File: src/rtl/bit_column_encoder.sv
// Bit-column encoder: turns a sign-magnitude weight group into one beat per non-zero
// magnitude bit column, in the order ZCIP reports them. Optional macro: ZCE_FALLBACK_EN.
module bit_column_encoder #(
  parameter int unsigned GROUP_SIZE   = 8,
  parameter int unsigned FALLBACK_CYC = 4
) (
  input  logic                    clk,
  input  logic                    rst,
  input  logic                    in_valid,
  output logic                    in_ready,
  input  logic [GROUP_SIZE*8-1:0] in_weights,
  output logic [6:0]              index_vector,
  input  logic [2:0]              zc_shift_offset,
  input  logic                    zc_valid,
  input  logic                    zc_done,
  output logic                    col_valid,
  output logic [GROUP_SIZE-1:0]   col_bits,
  output logic [GROUP_SIZE-1:0]   col_sign,
  output logic [2:0]              col_offset,
  output logic                    col_last,
  output logic                    col_empty
);

  typedef enum logic [1:0] {StIdle, StWait, StStream, StEmpty} state_e;

  state_e                  r_state, w_state_d;
  logic [GROUP_SIZE*8-1:0] r_weights, w_weights_d;
  logic [GROUP_SIZE-1:0]   r_sign, w_sign_d, w_sign_new;
  logic [6:0]              r_mask, w_mask_d, w_mask_new;
  logic [6:0]              r_served, w_served_d;
  logic [6:0]              r_index, w_index_d;
  logic [6:0]              w_pending, w_sel_onehot, w_pending_after;
  logic [7:0]              w_pending8;
  logic                    w_hit, w_fire;
  logic [2:0]              w_sel_off;
  logic [GROUP_SIZE-1:0]   w_col_bits;

  logic                    r_col_valid, w_col_valid_d;
  logic                    r_col_last, w_col_last_d;
  logic                    r_col_empty, w_col_empty_d;
  logic [GROUP_SIZE-1:0]   r_col_bits, w_col_bits_d;
  logic [GROUP_SIZE-1:0]   r_col_sign, w_col_sign_d;
  logic [2:0]              r_col_offset, w_col_offset_d;

  logic                    w_fb_fire;
  logic [2:0]              w_fb_off;

  // Offset 7 lands on the padded zero bit, so it can never count as a hit.
  assign w_pending  = r_mask & ~r_served;
  assign w_pending8 = {1'b0, w_pending};
  assign w_hit      = zc_valid & ~zc_done & w_pending8[zc_shift_offset];

`ifdef ZCE_FALLBACK_EN
  localparam int unsigned CntW = (FALLBACK_CYC > 1) ? $clog2(FALLBACK_CYC) : 1;

  logic [CntW-1:0] r_stall_cnt, w_stall_cnt_d;

  always_comb begin
    w_fb_off      = 3'd0;
    w_fb_fire     = 1'b0;
    w_stall_cnt_d = '0;
    for (int b = 0; b < 7; b++) begin
      if (w_pending[b]) w_fb_off = 3'(b);
    end
    if (r_state == StStream && !w_hit) begin
      if (r_stall_cnt == CntW'(FALLBACK_CYC - 1)) begin
        w_fb_fire = 1'b1;
      end else begin
        w_stall_cnt_d = r_stall_cnt + CntW'(1);
      end
    end
  end

  always_ff @(posedge clk or posedge rst) begin
    if (rst) begin
      r_stall_cnt <= '0;
    end else begin
      r_stall_cnt <= w_stall_cnt_d;
    end
  end
`else
  logic w_unused_fallback;
  assign w_fb_fire         = 1'b0;
  assign w_fb_off          = 3'd0;
  assign w_unused_fallback = (FALLBACK_CYC == 0);
`endif

  always_comb begin
    w_mask_new = '0;
    w_sign_new = '0;
    for (int i = 0; i < GROUP_SIZE; i++) begin
      w_mask_new    = w_mask_new | in_weights[8*i +: 7];
      w_sign_new[i] = in_weights[8*i + 7];
    end

    w_fire          = (r_state == StStream) & (w_hit | w_fb_fire);
    w_sel_off       = w_hit ? zc_shift_offset : w_fb_off;
    w_sel_onehot    = 7'(8'd1 << w_sel_off);
    w_pending_after = w_pending & ~w_sel_onehot;
    for (int i = 0; i < GROUP_SIZE; i++) begin
      w_col_bits[i] = r_weights[8*i + int'(w_sel_off)];
    end

    w_state_d      = r_state;
    w_weights_d    = r_weights;
    w_sign_d       = r_sign;
    w_mask_d       = r_mask;
    w_served_d     = r_served;
    w_col_valid_d  = 1'b0;
    w_col_last_d   = 1'b0;
    w_col_empty_d  = 1'b0;
    w_col_bits_d   = '0;
    w_col_sign_d   = '0;
    w_col_offset_d = 3'd0;

    unique case (r_state)
      StIdle: begin
        if (in_valid) begin
          w_weights_d = in_weights;
          w_sign_d    = w_sign_new;
          w_mask_d    = w_mask_new;
          w_served_d  = '0;
          if (w_mask_new == '0) begin
            // The empty beat is registered here so it shows while in EMPTY.
            w_state_d     = StEmpty;
            w_col_valid_d = 1'b1;
            w_col_last_d  = 1'b1;
            w_col_empty_d = 1'b1;
            w_col_sign_d  = w_sign_new;
          end else begin
            w_state_d = StWait;
          end
        end
      end
      StWait: w_state_d = StStream;
      StStream: begin
        if (w_fire) begin
          w_served_d     = r_served | w_sel_onehot;
          w_col_valid_d  = 1'b1;
          w_col_offset_d = w_sel_off;
          w_col_bits_d   = w_col_bits;
          w_col_sign_d   = r_sign;
          if (w_pending_after == '0) begin
            w_col_last_d = 1'b1;
            w_state_d    = StIdle;
          end
        end
      end
      StEmpty: w_state_d = StIdle;
      default: w_state_d = StIdle;
    endcase

    if (w_state_d == StWait || w_state_d == StStream) begin
      w_index_d = w_mask_d & ~w_served_d;
    end else begin
      w_index_d = '0;
    end
  end

  always_ff @(posedge clk or posedge rst) begin
    if (rst) begin
      r_state      <= StIdle;
      r_weights    <= '0;
      r_sign       <= '0;
      r_mask       <= '0;
      r_served     <= '0;
      r_index      <= '0;
      r_col_valid  <= 1'b0;
      r_col_last   <= 1'b0;
      r_col_empty  <= 1'b0;
      r_col_bits   <= '0;
      r_col_sign   <= '0;
      r_col_offset <= 3'd0;
    end else begin
      r_state      <= w_state_d;
      r_weights    <= w_weights_d;
      r_sign       <= w_sign_d;
      r_mask       <= w_mask_d;
      r_served     <= w_served_d;
      r_index      <= w_index_d;
      r_col_valid  <= w_col_valid_d;
      r_col_last   <= w_col_last_d;
      r_col_empty  <= w_col_empty_d;
      r_col_bits   <= w_col_bits_d;
      r_col_sign   <= w_col_sign_d;
      r_col_offset <= w_col_offset_d;
    end
  end

  assign in_ready     = (r_state == StIdle) & ~rst;
  assign index_vector = r_index;
  assign col_valid    = r_col_valid;
  assign col_last     = r_col_last;
  assign col_empty    = r_col_empty;
  assign col_bits     = r_col_bits;
  assign col_sign     = r_col_sign;
  assign col_offset   = r_col_offset;

endmodule

File: config.mk
export PLATFORM = sky130hd
export DESIGN_NAME = bit_column_encoder
export DESIGN_NICKNAME = d
export VERILOG_FILES = /design/src/rtl/bit_column_encoder.sv
export SDC_FILE = /design/constraint.sdc
export NUM_CORES = 1
export LEC_CHECK = 0
export CORE_UTILIZATION = 42
export DETAILED_ROUTE_END_ITERATION = 8
export PLACE_DENSITY = 0.68
export SLEW_MARGIN = 20
export SYNTH_ARGS = -nofsm -noshare
export SYNTH_HDL_FRONTEND = slang
export SYNTH_SLANG_ARGS = --single-unit
File: constraint.sdc
create_clock -name clk -period 9.15 [get_ports clk]
set_input_delay 1.83 -clock clk [delete_from_list [all_inputs] [get_ports clk]]
set_output_delay 1.83 -clock clk [all_outputs]
set_load 0.05 [all_outputs]
### Word level (Yosys, flattened, before mapping)

Index checks and enable logic that the tools add are counted.

* memories kept: 0
* input bits: 72
* bits in latches: 0
* bits in registers: 117
* output and inout port bits: 30
* RAM bits: 0
* ROM bits: 0

* equality and inequality tests: 5
* shifts and indexed selects: 1
* add/subtract/negate cells: 7
* bitwise gates (word level): 20
* multipliers: 0
* order comparisons: 9
* muxes and demuxes: 53
* divide/modulo/power cells: 0
* reductions and logical operators: 5

Operators with widths (count)
* $or A7 B7 Y7: 8
* $bmux W1 S6: 7
* $mux W8: 5
* $mux W7: 5
* $add A6 B3 Y7 const A: 4
* $lt A7 B7 Y1 const B: 4
* $mux W1: 22
* $and A7 B7 Y7: 3
* $not A7 Y7: 3
* $pmux W8 S2: 1
* $logic_not A7 Y1: 2
* $lt A6 B7 Y1 const B: 2
* $pmux W7 S2: 1
* $add A5 B3 Y6 const A: 2
* $mux W3: 3
* $mux W2: 4
* $pmux W2 S4: 1
* $lt A3 B7 Y1 const B: 1
* $lt A5 B7 Y1 const B: 1
* $shl A1 B3 Y7 const A: 1
* $bmux W1 S3: 2
* $eq A2 B2 Y1 const B: 3
* $add A4 B3 Y5 const A: 1
* $and A1 B1 Y1: 4
* 7 further kinds: 10

### Longest topological paths before layout

* depth after elaboration: 16
* gate-level depth with buffers: 9

### Worst setup path before layout

OpenSTA, ideal clock, no wires.

* kind: input-to-output
* start point: input rst
* end point: output in_ready
* required time: 7320 ps
* buffers on the path: 0
* setup slack: 4445 ps
* data arrival time: 2875 ps
* stages on the path: 1
* path through: nor3_1

* word-level cells in the longest chain between the ends: 2

RTL lines
* start: declaration: RTL line 8 `input logic rst,`
* $not A1 Y1: RTL line 190 `assign in_ready = (r_state == StIdle) & ~rst;`
* $and A1 B1 Y1: RTL line 190
* end: declaration: RTL line 10 `output logic in_ready,`

Every way passes these cells.

### Worst setup path in the final report

Same ends and word-level chain as after synthesis.

==> metrics <==
initial antenna violation count 0; die width 109 um; synthesized cell area 4820 um^2; slew at the pin with the worst max-slew slack 0.975 ns; switch share 23.2%; Top Ports 102; CORE AREA 11000 um^2; Ant. Diodes 0; Synth Register Bits 109; Layout Skew 0.0111 ns; count leader, synth nand2_1; Net Count, Synth 601; via count 4177; # hold bufs at CTS 0; Compound-Gate Fraction of Synth Area 9.70%; internal power 0.000702 W; DR WL/cell 16.9 um; dominant cell type by area after synthesis dfrtp_1; post-CTS setup buffer count 0; power per cell area 147 nW/um^2; Port Buf Inserts 101; mux contribution to synthesized area 0.674%; largest family of logic cells by synthesized area simple AND/OR/NAND/NOR gates; Post-Syn Instances 529; max-cap violations 0; Num CTS Buffers 9; first-pass GRT wire length 20700 um; DP Worst Slack 4.02 ns; Mapped Avg Cell Area 9.12 um^2; Total Routing Usage GR 23.0%; switching pwr 0.000212 W; fmax 0.196 GHz; vias in the first global route 4060; Simple-Gate Fraction of Synth Area 30.0%; Unique masters post-synth 50; RSZ-0062 raised after global routing no; Final setup viols 0; Logic pwr share 6.2%; total gr overflow 0; initial core utilization 43.7%; XOR/XNOR share of the synthesized area 0%; Max Buffers Root-to-Sink 2; die area 11900 um^2; area share of the largest cell type after synthesis 56.5%; clock share of power 41.2%; largest net degree at the start of global routing 74; sequential element share of the synthesized area 56.5%; Post-synth EDFFs 0; Worst slew margin 34.8%; Clock Sink Count 109; CP Data Required Time 7.32 ns; H-Tree Depth 3; WS Path Type primary input to output port; Placer Congestion 0.917; Synth top cells by count 208 x nand2_1, 109 x dfrtp_1, 28 x nor2_1; Hold Path Class flop to flop; CTS tree built; CP Data Arrival Time 3.27 ns; Setup TNS Final 0 ns; Tcrit/Tclk final 55.8%; Final Max Slew Viols 0; Startpoint Class primary input; top cells by area, synth dfrtp_1 57%, nand2_1 16%, nor2_1 2.2%; clock transition at the registers of the reported paths 0.07 ns; final WL 12900 um; HPWL after DPL 8990 um; 1st-iter DRT viols 229; worst-case vdd ir drop 84.3 uV; worst-path maximum fanout 2; Avg Vias per Cell 5.47; post-route ant nets 0; Hold Vio Cnt, Final 0; top_reg_cell synth dfrtp_1; asr flop ratio synth 100%; Layout Nets 690; Flop pwr share 52.6%; setup ws final 4.05 ns; Leakage 3.10 nW; height of the die 109 um; row cnt 38; status complete, no violations; clock period minus final worst setup slack 5.10 ns; Clock Latency Late Sink 0.34 ns; Post-Synth Adder-Cell Area 0%; DRC 0; nature of the critical path endpoint output port; Yosys Warn Count 0; P&R area growth vs syn 28.6%; Root Driver clkbuf_16; PostCTS Resize Cnt 0; drt first pass iters 5; share of cells above drive strength 1 5.46%
-- worst max-delay path: stages --
cell and delay, ns:
clkdlybuf4s50_1 0.46, nor3_1 0.16, clkdlybuf4s50_1 0.83
-- layout make-up --
cell class              count  area, um^2
flip-flops and latches    109        2730
repair buffers            104        1030
multi-input cells         387        1950
clock inverters             7        62.6
fillers                  1010        4830
inverters                   7        28.8
well taps                 140         175
clock buffers               9         225
-- kinds of logic (layout without fill, tap and decap cells) --
logic type,Yosys count,count (layout)
AO/OA/AOI/OAI,68,68
buffers and inverters,33,127
flip-flops,109,109
multiplexers,2,2
AND/OR/NAND/NOR,317,317
-- registers in the layout (all words and copies together) (netlist names) --
register      cells
r_state           2
col_bits          8
col_offset        3
r_mask            7
col_valid         1
r_weights        64
col_empty         1
r_served          7
col_last          1
col_sign          8
index_vector      7
-- through the flow --
stage / util, % / total power (W) / instance area [um^2] / hold slack, ns / std cells
final: 56.2 / 0.000914 / 6200 / 0.473 / 763
after global routing: 56.2 / 0.000948 / 6200 / 0.487 / 763
after CTS: 56.2 / 0.000920 / 6200 / 0.475 / 763
after detailed placement: 53.6 / 0.000547 / 5910 / 0.457 / 747
after global placement: 53.6 / 0.000547 / 5910 / 0.452 / 747
after floorplan: - / 0.000506 / 4820 / 0.440 / 529
-- power by group through the flow --
stage	Combinational [W]	Sequential (W)	Clock, W
after CTS	0.0000569	0.000481	0.000382
after floorplan	0.0000148	0.000491	0
final	0.0000565	0.000481	0.000376
after global placement	0.0000566	0.000491	0
after detailed placement	0.0000566	0.000491	0
after global routing	0.0000608	0.000481	0.000406
-- path summary, 6_finish.rpt --
kind / from / end / slack (ns) / cells past startpoint
hold / removal: r_weights[8] / r_weights[8] / 0.47 / 2
hold reg to reg: r_weights[8] / r_weights[8] / 0.47 / 2
max in group asynchronous: rst / r_weights[55] / 6.01 / 3
setup reg to reg: r_state[1] / index_vector[2] / 6.26 / 7
min in group asynchronous: rst / col_sign[4] / 1.90 / 2
setup / recovery: rst / in_ready / 4.05 / 3
-- placed cells by master (no fill, tap or decap), drive strengths merged, types with 6 or more instances in the layout --
| cell type | Yosys | final |
|---|---|---|
| clkbuf | 11 | 9 |
| nor3b | 9 | 9 |
| inv | 7 | 11 |
| a31oi | 6 | 6 |
| nor3 | 18 | 18 |
| nand2b | 10 | 10 |
| nand2 | 210 | 210 |
| dfrtp | 109 | 109 |
| o21ai | 20 | 20 |
| clkdlybuf4s50 | 0 | 101 |
| nor2b | 6 | 6 |
| nor2 | 28 | 28 |
| nor4 | 16 | 16 |
| a32o | 9 | 9 |
| o22ai | 16 | 16 |
-- per-layer routing --
| metal | global-route usage (%) | part of all wire [%] | vias up |
|---|---|---|---|
| met3 | 3.71 | 7.3 | 10 |
| met4 | 6.08 | 0.71 | 0 |
| li1 | - | - | 1963 |
| met2 | 36.4 | 47 | 175 |
| met5 | 0 | 0 | - |
| met1 | 32.9 | 45 | 2029 |
No activity file was read; power rests on OpenSTA's default activity.
